**src/rtl/load_store_unit.sv**
```systemverilog
// Load/store unit: aligns byte/half/word accesses onto a 32-bit
// waitrequest-style bus and sign/zero-extends load results.
package lsu_pkg;
    typedef enum logic {
        UNSIGNED = 1'b0,
        SIGNED   = 1'b1
    } signedness_e;
endpackage

module load_store_unit
    import lsu_pkg::*;
#(
    parameter int unsigned TIMEOUT = 255
) (
    input  logic        clk,
    input  logic        reset,
    input  logic        start,
    input  logic        is_store,
    input  logic [1:0]  size,
    input  signedness_e signedness,
    input  logic [31:0] addr,
    input  logic [31:0] store_data,
    output logic [31:0] mem_addr,
    output logic        mem_read,
    output logic        mem_write,
    output logic [3:0]  mem_byteenable,
    output logic [31:0] mem_wdata,
    input  logic        mem_waitrequest,
    input  logic [31:0] mem_rdata,
    output logic        busy,
    output logic        done,
    output logic [31:0] load_data,
    output logic        error
);

    typedef enum logic [1:0] {
        IDLE   = 2'd0,
        ACCESS = 2'd1,
        RESP   = 2'd2
    } state_e;

    localparam logic [7:0] CntLast = 8'(TIMEOUT - 1);

    state_e      state_q;
    logic [7:0]  cnt_q;
    logic [1:0]  off_q;
    logic [1:0]  size_q;
    signedness_e sign_q;
    logic        is_store_q;
    logic [31:0] mem_addr_q;
    logic        read_q;
    logic        write_q;
    logic [3:0]  be_q;
    logic [31:0] wdata_q;
    logic        busy_q;
    logic        done_q;
    logic        error_q;
    logic [31:0] load_q;

    logic        misaligned;
    logic [3:0]  be_d;
    logic [31:0] wdata_d;
    logic [31:0] shifted;
    logic [31:0] load_d;

    always_comb begin
        misaligned = 1'b0;
        be_d       = 4'b1111;
        wdata_d    = store_data;
        unique case (size)
            2'd0: begin
                be_d    = 4'b0001 << addr[1:0];
                wdata_d = {4{store_data[7:0]}};
            end
            2'd1: begin
                misaligned = addr[0];
                be_d       = 4'b0011 << addr[1:0];
                wdata_d    = {2{store_data[15:0]}};
            end
            2'd2: begin
                misaligned = |addr[1:0];
            end
            default: begin
                misaligned = 1'b1;
            end
        endcase
    end

    // Extraction uses the latched request, not the live inputs.
    always_comb begin
        shifted = mem_rdata >> {off_q, 3'b000};
        load_d  = shifted;
        unique case (size_q)
            2'd0: begin
                if (sign_q == SIGNED)
                    load_d = {{24{shifted[7]}}, shifted[7:0]};
                else
                    load_d = {24'b0, shifted[7:0]};
            end
            2'd1: begin
                if (sign_q == SIGNED)
                    load_d = {{16{shifted[15]}}, shifted[15:0]};
                else
                    load_d = {16'b0, shifted[15:0]};
            end
            default: begin
                load_d = shifted;
            end
        endcase
    end

    always_ff @(posedge clk) begin
        if (reset) begin
            state_q    <= IDLE;
            cnt_q      <= 8'd0;
            off_q      <= 2'd0;
            size_q     <= 2'd0;
            sign_q     <= UNSIGNED;
            is_store_q <= 1'b0;
            mem_addr_q <= 32'd0;
            read_q     <= 1'b0;
            write_q    <= 1'b0;
            be_q       <= 4'd0;
            wdata_q    <= 32'd0;
            busy_q     <= 1'b0;
            done_q     <= 1'b0;
            error_q    <= 1'b0;
            load_q     <= 32'd0;
        end else begin
            done_q  <= 1'b0;
            error_q <= 1'b0;
            unique case (state_q)
                IDLE: begin
                    if (start && misaligned) begin
                        error_q <= 1'b1;
                    end else if (start) begin
                        state_q    <= ACCESS;
                        cnt_q      <= 8'd0;
                        off_q      <= addr[1:0];
                        size_q     <= size;
                        sign_q     <= signedness;
                        is_store_q <= is_store;
                        mem_addr_q <= {addr[31:2], 2'b00};
                        read_q     <= ~is_store;
                        write_q    <= is_store;
                        be_q       <= be_d;
                        wdata_q    <= wdata_d;
                        busy_q     <= 1'b1;
                    end
                end
                ACCESS: begin
                    if (!mem_waitrequest) begin
                        state_q <= RESP;
                        read_q  <= 1'b0;
                        write_q <= 1'b0;
                        done_q  <= 1'b1;
                        if (!is_store_q)
                            load_q <= load_d;
                    end else if (cnt_q == CntLast) begin
                        // Bus never answered: abort without touching load_q.
                        state_q <= IDLE;
                        read_q  <= 1'b0;
                        write_q <= 1'b0;
                        busy_q  <= 1'b0;
                        error_q <= 1'b1;
                        cnt_q   <= cnt_q + 8'd1;
                    end else begin
                        cnt_q <= cnt_q + 8'd1;
                    end
                end
                RESP: begin
                    state_q <= IDLE;
                    busy_q  <= 1'b0;
                end
                default: begin
                    state_q <= IDLE;
                    read_q  <= 1'b0;
                    write_q <= 1'b0;
                    busy_q  <= 1'b0;
                end
            endcase
        end
    end

    assign mem_addr       = mem_addr_q;
    assign mem_read       = read_q;
    assign mem_write      = write_q;
    assign mem_byteenable = be_q;
    assign mem_wdata      = wdata_q;
    assign busy           = busy_q;
    assign done           = done_q;
    assign error          = error_q;
    assign load_data      = load_q;

endmodule

```
**config.mk**
```make
export PLATFORM = sky130hd
export DESIGN_NAME = load_store_unit
export DESIGN_NICKNAME = d
export VERILOG_FILES = /design/src/rtl/load_store_unit.sv
export SDC_FILE = /design/constraint.sdc
export NUM_CORES = 1
export LEC_CHECK = 0
export BUFFER_PORTS_ARGS = -buffer_cell sky130_fd_sc_hd__buf_4
export CORE_ASPECT_RATIO = 1.2
export CORE_UTILIZATION = 45
export CTS_CLUSTER_DIAMETER = 60
export DETAILED_ROUTE_END_ITERATION = 7
export GPL_TIMING_DRIVEN = 0
export HOLD_SLACK_MARGIN = 0.08
export PLACE_DENSITY = 0.74
export SLEW_MARGIN = 20
export SYNTH_ARGS = -nofsm -noshare
export SYNTH_HDL_FRONTEND = slang
export SYNTH_SLANG_ARGS = --single-unit
```
**constraint.sdc**
```tcl
create_clock -name clk -period 2.18 [get_ports clk]
set_clock_uncertainty 0.05 [all_clocks]
set_input_delay 0.436 -clock clk [delete_from_list [all_inputs] [get_ports clk]]
set_output_delay 0.436 -clock clk [all_outputs]
set_load 0.1 [all_outputs]
```
==> run_results.csv, run 1 <==
group,metric,value,unit
run_status,status,"finished clean",
timing,hold_viol,0,
timing,hold_slack,174.4,ps
synth,ys.flop_type,"dfxtp_1",
timing,final.setup.tns,0,ps
critical_path,crit_type,"reg2reg",
synth,ys_seq_area_share,43.61,%
layout,fin_cells,1024,
timing,fin_crit_sh,87.02,%
placed_design,placed_area,7187,µm²
floorplanning,initial_core_util,46.79,%
synth,yosys_warnings,0,
layout,drive_above_1_share,33.79,%
detailed_routing,drtAntennaViolNets,0,
placed_design,gp_congestion,0.8946,
clock_tree,postCtsSetupBuffers,0,
global_routing,overflow,0,
floorplanning,die_w,102.6,µm
floorplanning,rows,43,
clock_tree,cts_tree,"done",
detailed_routing,first_pass_iters,4,
timing,worst_pin_slew,911.2,ps
clock_tree,cts_hold_buffers,0,
layout,area_growth,41.91,%
detailed_routing,viasPerCell,5.542,
floorplanning,core,11670,µm²
pwr,power_leakage,3.185,nW
layout,n_fill_cell,987,
global_routing,grt_start_max_net_pins,17,
placed_design,dp.cells,992,
pwr,vdd_drop_max,0.0005572,V
timing,fmax,527.1,MHz
clock_tree,cts_resized,0,
global_routing,grt_pass1_wl,26840,µm
synth,post_synth_inst_count,631,
timing,timing.slew.headroom,38.79,%
synth,synthArstFlopShare,0,%
timing,fin_crit,1897,ps
critical_path,crit_required,2460,ps
pwr,pwr_density_cell,869.0,nW/µm²
critical_path,worstSetupStartpointType,"register",
global_routing,grt_pass1_vias,5556,
clock_tree,clk_pin_slew,50,ps
detailed_routing,totalWireLength,17310,µm
hold_path,hold_path_class,"in2reg",
clock_tree,ctsHtreeMaxLevel,4,
clock_tree,root_buffer,"clkbuf_16",
detailed_routing,avgRoutedWirePerCell,16.90,µm
clock_tree,cts_buffers,17,
floorplanning,top_level_ports,209,
clock_tree,clkLatencyLatePin,400,ps
synth,synth_most_common_cell,"dfxtp_1",
synth,synth.cell_area,5463,µm²
floorplanning,dieArea,12590,µm²
flow_run,drv_cap,0,
global_routing,grtUsageTotal,27.60,%
synth,synth-edff-count,0,
clock_tree,cts_buffer_depth,2,
global_routing,antenna_found_initial,0,
synth,synth.avg_cell_area,8.657,µm²
clock_tree,cts.sinks,119,
synth,netlist_top_cells_count,"dfxtp_1 (119), a21oi_1 (92), o21ai_0 (61)",
layout,final_cell_area,7752,µm²
synth,yosysUniqueCellTypes,53,
placed_design,port_buffers,203,
synth,yosysTopAreaCell,"dfxtp_1",
timing,rsz0062_at_grt,"no",
synth,synth-seq-cells,119,
critical_path,cp_max_fo,10,
synth,ys_top_cells_by_area,"dfxtp_1 (44%), a21oi_1 (8.4%), mux2i_1 (6.2%)",
detailed_routing,drc,0,
floorplanning,die_h,122.7,µm
pwr,total_power,6.737,mW
synth,yosysTopAreaCellShare,43.61,%
layout,diodes,0,
critical_path,cp.arrival,2180,ps
critical_path,cp-end-kind,"register",
layout,fin_nets,960,
timing,report.final.slew_viol_count,0,
timing,final-setup-viol-count,0,
detailed_routing,vias,5675,
placed_design,place_hpwl,12980,µm
detailed_routing,drtIter0Drc,196,
registers in the layout, summed over array words and instances (netlist names), 2 cells and up:
signal and flops:
mem_addr 30, cnt_q 8, size_q 2, off_q 2, mem_wdata 32, load_data 32
state_q 2, mem_byteenable 4
path summary, 6_finish.rpt:
check / start / endpoint / slack, ps / depth (start not counted)
setup / recovery: state_q[1]$_SDFFE_PP0P_ / mem_wdata[30]$_SDFFE_PP0P_ / 280 / 6
hold / removal: is_store / mem_read$_SDFFE_PP0P_ / 170 / 2
setup reg to reg: state_q[1]$_SDFFE_PP0P_ / mem_wdata[30]$_SDFFE_PP0P_ / 280 / 6
hold reg to reg: load_data[2]$_SDFFE_PP0P_ / load_data[2]$_SDFFE_PP0P_ / 410 / 2
critical path, stage by stage, from the launching register on:
cell      delay, ps
dfxtp_1         300
buf_6           130
nand2b_4        150
nor2_2          400
clkbuf_1        470
nand3_1         170
a21oi_1         150
placed cells by master, fill, tap and decap left out, types with 5 or more instances in the layout:
cell and count:
buf_4 206, mux2_2 14, clkbuf_1 33, o2bb2ai_1 16, o21ai_0 61, clkinv_2 5, a211oi_1 26, clkbuf_16 17
nand2b_1 5, nand2_1 29, xnor2_1 5, mux2i_1 34, inv_1 6, o211ai_1 8, dfxtp_1 119, buf_2 22
nand3_1 54, nor3_1 19, a21oi_1 92, nor2_1 39
per-stage QoR:
step | utilization [%] | setup WS (ps)
2_1_floorplan | - | 499.5
3_3_place_gp | 61.56 | 101.2
3_5_place_dp | 61.56 | 90.28
4_1_cts | 66.40 | 298.2
5_1_grt | 66.40 | 200.0
6_report | 66.40 | 282.9
cell families (layout without fill, tap and decap cells):
kind of cell,count (synthesis),in the layout,synth area share (%)
AOI/OAI and AO/OA,223,223,24.69
and+or+nand+nor,162,162,14.27
DFF,119,119,43.61
buffers and inverters,68,303,5.932
muxes,50,50,10.01
xor gates and xnor gates,6,6,0.9620
adders and majority gates,2,2,0.4580
other,1,2,0.06865
layout make-up:
class / instances / area [µm²] / share of cell area (%)
plain buffers: 62 / 301.5 / 3.890
repair buffers: 203 / 1524 / 19.66
well taps: 157 / 196.4 / 2.534
clock inverters: 13 / 132.6 / 1.711
clock buffers: 19 / 432.9 / 5.584
flip-flops and latches: 119 / 2382 / 30.73
inverters: 6 / 22.52 / 0.2905
multi-input cells: 445 / 2760 / 35.60
where the power goes:
group | leakage, nW | total, mW | internal, mW | switching [mW]
clock | 0.268 | 2.66 | 1.67 | 0.991
sequential | 0.970 | 2.36 | 2.29 | 0.0677
combinational | 1.95 | 1.72 | 0.463 | 1.25
layer usage:
metal | global-route usage, % | share of wire (%) | vias to the layer above
li1 | - | - | 2737
met1 | 31.51 | 40 | 2666
met2 | 47.42 | 49 | 240
met3 | 8.200 | 8.5 | 32
met4 | 11.52 | 2.3 | 0
met5 | 0 | 0 | -
No activity file was read; power rests on OpenSTA's default activity.
==> run 2, diff against run 1 <==
Settings changed: ABC_AREA set to 1.
==> run 2 against run 1 <==
Effect of this change:
- utilization decreased by 0.92 points
- flip-flop and latch count did not move
- largest power group unchanged
- final cell count is 20% higher
- register-to-register slack improved by 210 ps
- maximum frequency increased by 13%
- cell area rose by 1.8%
- via count up 8.1%
==> run_results.csv, run 2 <==
group,metric,value,unit
run_status,status,"finished clean",
clock_tree,cts_buffer_depth,2,
hold_path,hold_path_class,"in2reg",
pwr,power_switching,2.279,mW
critical_path,cp.arrival,1940,ps
global_routing,grtUsageTotal,27.11,%
timing,final.setup.tns,0,ps
synth,synth_most_common_cell,"nand2_1",
detailed_routing,top_layer_used,"met4",
critical_path,cp_max_fo,10,
placed_design,placed_area,7315,µm²
critical_path,cpLargestDelayFamily,"buffers and inverters",
timing,rsz0062_at_grt,"no",
layout,seqCellArea,2382,µm²
floorplanning,die_w,103.6,µm
global_routing,antenna_found_initial,0,
layout,final_cell_area,7895,µm²
clock_tree,cts_tree,"done",
layout,layout_commonest_cell,"nand2_1",
critical_path,cp-end-kind,"register",
global_routing,grt_pass1_vias,5591,
critical_path,cpMaxStageDelayCell,"clkbuf_1",
floorplanning,core,12060,µm²
critical_path,r2r-end,"load_data[22]$_SDFFE_PP0P_",
critical_path,crit_required,2430,ps
critical_path,crit_cells,7,
pwr,pwr-share-comb,23.9,%
timing,hold_viol,0,
timing,fmax,593.3,MHz
layout,n_fill_cell,1131,
synth,synth-edff-count,0,
critical_path,cp.buffers_inverters,3,
global_routing,overflow,0,
global_routing,grt_start_max_net_pins,17,
detailed_routing,drtAntennaViolNets,0,
detailed_routing,avgRoutedWirePerCell,14.28,µm
timing,timing.slew.headroom,62.44,%
flow_run,drv_cap,0,
critical_path,crit_type,"reg2reg",
pwr,pwr_density_cell,844.9,nW/µm²
critical_path,reg2reg_slack,490,ps
detailed_routing,drt-met1-wl,6934,µm
detailed_routing,drc,0,
clock_tree,cts_resized,0,
detailed_routing,wl_met3,1562,µm
pwr,power_leakage,3.871,nW
layout,fin_nets,1163,
floorplanning,initial_core_util,46.20,%
synth,ys_seq_area_share,42.77,%
clock_tree,clkLatencyLatePin,410,ps
clock_tree,root_buffer,"clkbuf_16",
detailed_routing,totalWireLength,17580,µm
detailed_routing,vias,6132,
placed_design,port_buffers,205,
detailed_routing,viasPerCell,4.981,
timing,final-setup-viol-count,0,
synth,ys_top_cells_by_area,"dfxtp_1 (43%), nand2_1 (17%), a21oi_1 (10%)",
synth,yosysTopAreaCell,"dfxtp_1",
placed_design,gp_congestion,0.9170,
synth,yosysUniqueCellTypes,29,
floorplanning,dieArea,12830,µm²
detailed_routing,route.met2.wl,8456,µm
global_routing,grt_pass1_wl,27210,µm
synth,yosys_warnings,0,
clock_tree,ctsHtreeMaxLevel,4,
timing,fin_crit_sh,77.32,%
detailed_routing,drtIter0Drc,299,
timing,worst_pin_slew,563.4,ps
timing,fin_crit,1685,ps
pwr,total_power,6.671,mW
clock_tree,cts_hold_buffers,0,
pwr,power_frac_clock,41.1,%
detailed_routing,first_pass_iters,5,
layout,mostFrequentLayoutCells,"nand2_1 (250), buf_4 (213), dfxtp_1 (119)",
synth,post_synth_inst_count,832,
critical_path,reg2reg_from,"off_q[0]$_SDFFE_PP0P_",
layout,drive_above_1_share,27.29,%
pwr,vdd_drop_max,0.0005733,V
clock_tree,clk_pin_slew,60,ps
critical_path,rr_worst_depth,7,
synth,synth.cell_area,5570,µm²
synth,netlist_top_cells_count,"nand2_1 (250), dfxtp_1 (119), a21oi_1 (111)",
placed_design,place_hpwl,13270,µm
pwr,seq_power_share,35.0,%
synth,synth-seq-cells,119,
critical_path,worstSetupStartpointType,"register",
synth,synthArstFlopShare,0,%
clock_tree,postCtsSetupBuffers,0,
timing,report.final.slew_viol_count,0,
floorplanning,rows,44,
floorplanning,die_h,123.9,µm
layout,multiInputGateArea,2633,µm²
synth,yosysTopAreaCellShare,42.77,%
pwr,switching_share,34.17,%
layout,area_growth,41.73,%
clock_tree,cts_buffers,17,
floorplanning,top_level_ports,209,
critical_path,critPathCapture,"load_data[22]$_SDFFE_PP0P_",
pwr,intPower,4.391,mW
synth,synth.avg_cell_area,6.695,µm²
synth,ys.flop_type,"dfxtp_1",
critical_path,slowest_delay,350,ps
critical_path,critPathLaunch,"off_q[0]$_SDFFE_PP0P_",
layout,diodes,0,
clock_tree,cts.sinks,119,
critical_path,path_cells,"buf_2 > clkbuf_1 > o21ai_0 > a21oi_1 > nand3_1 > nand2_1 > inv_1",
==> run 2: layout make-up <==
type	count	area share, %
clock inverter	14	1.918
buffer	52	3.582
tap	161	2.552
clock buffer	18	5.436
multi-input combinational	589	33.34
sequential	119	30.17
timing repair buffer	205	19.49
inverter	73	3.502
==> run 2: through the flow <==
stage	utilization [%]	worst slack, ps	std cells	hold slack [ps]
after floorplan	-	768.6	833	397.6
after global placement	60.67	267.9	1199	380.8
after CTS	65.48	507.1	1231	216.2
after detailed placement	60.67	252.1	1199	386.7
final	65.48	494.5	1231	231.0
after global routing	65.48	384.4	1231	227.0
==> run 2: logic make-up (layout without fill, tap and decap cells) <==
logic type,count (synthesis),after routing,share of synthesized area [%]
other,1,2,0.06732
AND/OR/NAND/NOR,414,414,30.37
adder cells (fa/ha/maj),2,2,0.4492
XOR/XNOR,2,2,0.3145
buffers and inverters,125,362,10.04
flip-flops,119,119,42.77
AO/OA/AOI/OAI,169,169,15.99
==> run 2: worst min-delay path by stage <==
stage	startpoint	to	depth (start not counted)
floorplan	is_store_q$_SDFFE_PP0P_	is_store_q$_SDFFE_PP0P_	2
global placement	busy$_SDFFE_PP0P_	busy$_SDFFE_PP0P_	2
detailed placement	busy$_SDFFE_PP0P_	busy$_SDFFE_PP0P_	2
CTS	addr[9]	mem_addr[9]$_SDFFE_PP0P_	3
global route	addr[4]	mem_addr[4]$_SDFFE_PP0P_	3
finish	addr[10]	mem_addr[10]$_SDFFE_PP0P_	3
==> run 2: power by group through the flow <==
stage	Clock [mW]	Sequential, mW	Combinational [mW]
after global routing	2.88	2.35	1.68
after CTS	2.77	2.34	1.59
final	2.74	2.34	1.59
after floorplan	0	3.06	0.450
after global placement	0	2.38	1.58
after detailed placement	0	2.38	1.58
==> run 2: metal layers <==
metal	vias up	GRT usage, %
li1	3103	-
met4	0	14.04
met2	300	47.40
met1	2677	30.81
met3	52	6.960
met5	-	0
==> run 2: worst min-delay path: stages <==
cell and delay, ps:
buf_4 110, nand2_1 50, a21oi_1 50
==> run 3, diff against run 2 <==
Clock period 2.18 ns to 1.59 ns, I/O delays scaled along.
==> run 3 against run 2 <==
Effect of this change:
- utilization rose by 0.84 points
- highest routed layer unchanged
- register-to-register slack worse by 410 ps
- sequential share of layout area shrank 0.37 points
- cell area up 1.3%
- flip-flop and latch count unchanged
- combinational power increased by 39%
- largest cell class unchanged
==> run_results.csv, run 3 (synthesis results as in run 2) <==
group,metric,value,unit
pwr,power_frac_clock,41.0,%
hold_path,worstHoldPathCells,3,
hold_path,worstHoldStart,"addr[8]",
layout,drive_above_1_share,28.49,%
placed_design,dp.cells,1199,
hold_path,hold_path_class,"in2reg",
placed_design,place_hpwl,13270,µm
timing,worst_pin_slew,574.0,ps
critical_path,path_cells,"clkbuf_4 > inv_2 > nand3_1 > nand3_2 > buf_2 > nand3_1 > nand2_1 > inv_1",
layout,area_growth,43.55,%
global_routing,grt_pass1_wl,27190,µm
detailed_routing,drtAntennaViolNets,0,
critical_path,cpMaxStageDelayCell,"dfxtp_1",
clock_tree,root_buffer,"clkbuf_16",
detailed_routing,first_pass_iters,5,
critical_path,worstSetupStartpointType,"register",
clock_tree,cts_buffers,17,
pwr,pwr-share-comb,24.1,%
pwr,switching_share,34.21,%
timing,report.final.slew_viol_count,0,
layout,final_cell_area,7996,µm²
floorplanning,die_h,123.9,µm
clock_tree,clk_pin_slew,60,ps
timing,final-setup-viol-count,0,
clock_tree,cts.sinks,119,
critical_path,cp.arrival,1770,ps
hold_path,hold_end,"mem_addr[8]$_SDFFE_PP0P_",
pwr,power_leakage,3.912,nW
placed_design,gp_congestion,0.9170,
pwr,intPower,6.037,mW
layout,layout_commonest_cell,"nand2_1",
detailed_routing,route.met2.wl,8529,µm
layout,fin_util,66.32,%
detailed_routing,totalWireLength,17680,µm
global_routing,grtUsageTotal,27.10,%
detailed_routing,drc,0,
floorplanning,initial_core_util,46.20,%
global_routing,antenna_found_initial,0,
floorplanning,rows,44,
pwr,seq_power_share,34.9,%
placed_design,port_buffers,205,
pwr,total_power,9.175,mW
timing,fin_crit,1501,ps
clock_tree,cts_tree,"done",
floorplanning,die_w,103.6,µm
floorplanning,core,12060,µm²
layout,diodes,0,
critical_path,crit_type,"reg2reg",
critical_path,crit_path_frequent_cell,"nand3_1",
critical_path,cp.buffers_inverters,4,
floorplanning,dieArea,12830,µm²
critical_path,cp-end-kind,"register",
detailed_routing,wl_met3,1469,µm
timing,fin_crit_sh,94.40,%
timing,fmax,666.3,MHz
detailed_routing,avgRoutedWirePerCell,14.32,µm
critical_path,r2r-end,"load_data[21]$_SDFFE_PP0P_",
detailed_routing,viasPerCell,4.955,
detailed_routing,vias,6119,
global_routing,overflow,0,
global_routing,grt_start_max_net_pins,17,
clock_tree,cts_buffer_depth,2,
pwr,pwr_density_cell,1147,nW/µm²
detailed_routing,top_layer_used,"met4",
layout,fin_cells,1235,
pwr,vdd_drop_max,0.0007844,V
detailed_routing,drtIter0Drc,307,
critical_path,slowest_delay,290,ps
clock_tree,clkLatencyLatePin,410,ps
critical_path,reg2reg_slack,90,ps
floorplanning,top_level_ports,209,
timing,hold_viol,0,
layout,mostFrequentLayoutCells,"nand2_1 (249), buf_4 (217), dfxtp_1 (118)",
detailed_routing,drt-met1-wl,7077,µm
global_routing,grt_pass1_vias,5590,
critical_path,rr_worst_depth,8,
pwr,power_switching,3.138,mW
timing,timing.slew.headroom,61.73,%
critical_path,cp_max_fo,10,
run_status,status,"finished clean",
layout,fin_nets,1167,
clock_tree,ctsHtreeMaxLevel,4,
placed_design,placed_area,7315,µm²
critical_path,cpLargestDelayFamily,"buffers and inverters",
critical_path,crit_required,1850,ps
flow_run,drv_cap,0,
critical_path,reg2reg_from,"off_q[1]$_SDFFE_PP0P_",
[run 3: cell count changes in the layout (fill, tap and decap cells not counted), sizes merged]
cell,change
buf,-1
clkbuf,+5
[run 3: final cells by class]
type	count	area, µm²
well taps	161	201.4
clock buffers	18	429.2
repair buffers	209	1569
flip-flops and latches	119	2384
plain buffers	52	316.6
inverters	73	279.0
multi-input cells	589	2666
clock inverters	14	151.4
fillers	1121	4060
[run 3: power by group through the flow]
stage	clock network, mW	logic [mW]	registers (mW)
floorplan	0	0.617	4.19
global placement	0	2.17	3.26
detailed placement	0	2.17	3.26
CTS	3.80	2.18	3.20
global route	3.95	2.33	3.22
finish	3.76	2.21	3.20
[run 3: layer usage]
layer	GRT usage (%)	up-vias
li1	-	3103
met1	30.81	2674
met2	47.36	291
met3	6.960	51
met4	14.04	0
met5	0	-
[run 3: what timing repair did]
item	4_1_cts	5_1_grt
setup buffers	0	4
setup endpoints to repair	12	51
pin swaps	0	4
gates resized for setup	3	27
hold buffers	0	0
[run 3: tightest hold or removal path, delay by kind of cell]
| kind | cells | cell delay [ps] |
|---|---|---|
| buffers and inverters | 1 | 110 |
| AND/OR/NAND/NOR | 1 | 50 |
| AO/OA/AOI/OAI | 1 | 50 |
[run 3: stage by stage]
stage / hold slack [ps] / setup TNS (ps) / setup slack, ps
after floorplan: 397.6 / 0 / 224.4
after global placement: 380.8 / -6929 / -204.1
after detailed placement: 386.7 / -7659 / -219.9
after CTS: 98.18 / 0 / 2.438
after global routing: 109.0 / -2.093 / -1.775
final: 110.2 / 0 / 89.08
[run 3: worst max-delay path by stage]
stage / slack (ps) / cells past startpoint / start / end
2_1_floorplan: 220 / 2 / mem_wdata[10]$_SDFFE_PP0P_ / mem_wdata[10]$_SDFFE_PP0P_
3_3_place_gp: -200 / 4 / reset / error$_SDFF_PP0_
3_5_place_dp: -220 / 7 / size[1] / mem_wdata[25]$_SDFFE_PP0P_
4_1_cts: 2 / 10 / off_q[0]$_SDFFE_PP0P_ / load_data[12]$_SDFFE_PP0P_
5_1_grt: -2 / 10 / off_q[0]$_SDFFE_PP0P_ / load_data[12]$_SDFFE_PP0P_
6_report: 90 / 8 / off_q[1]$_SDFFE_PP0P_ / load_data[21]$_SDFFE_PP0P_
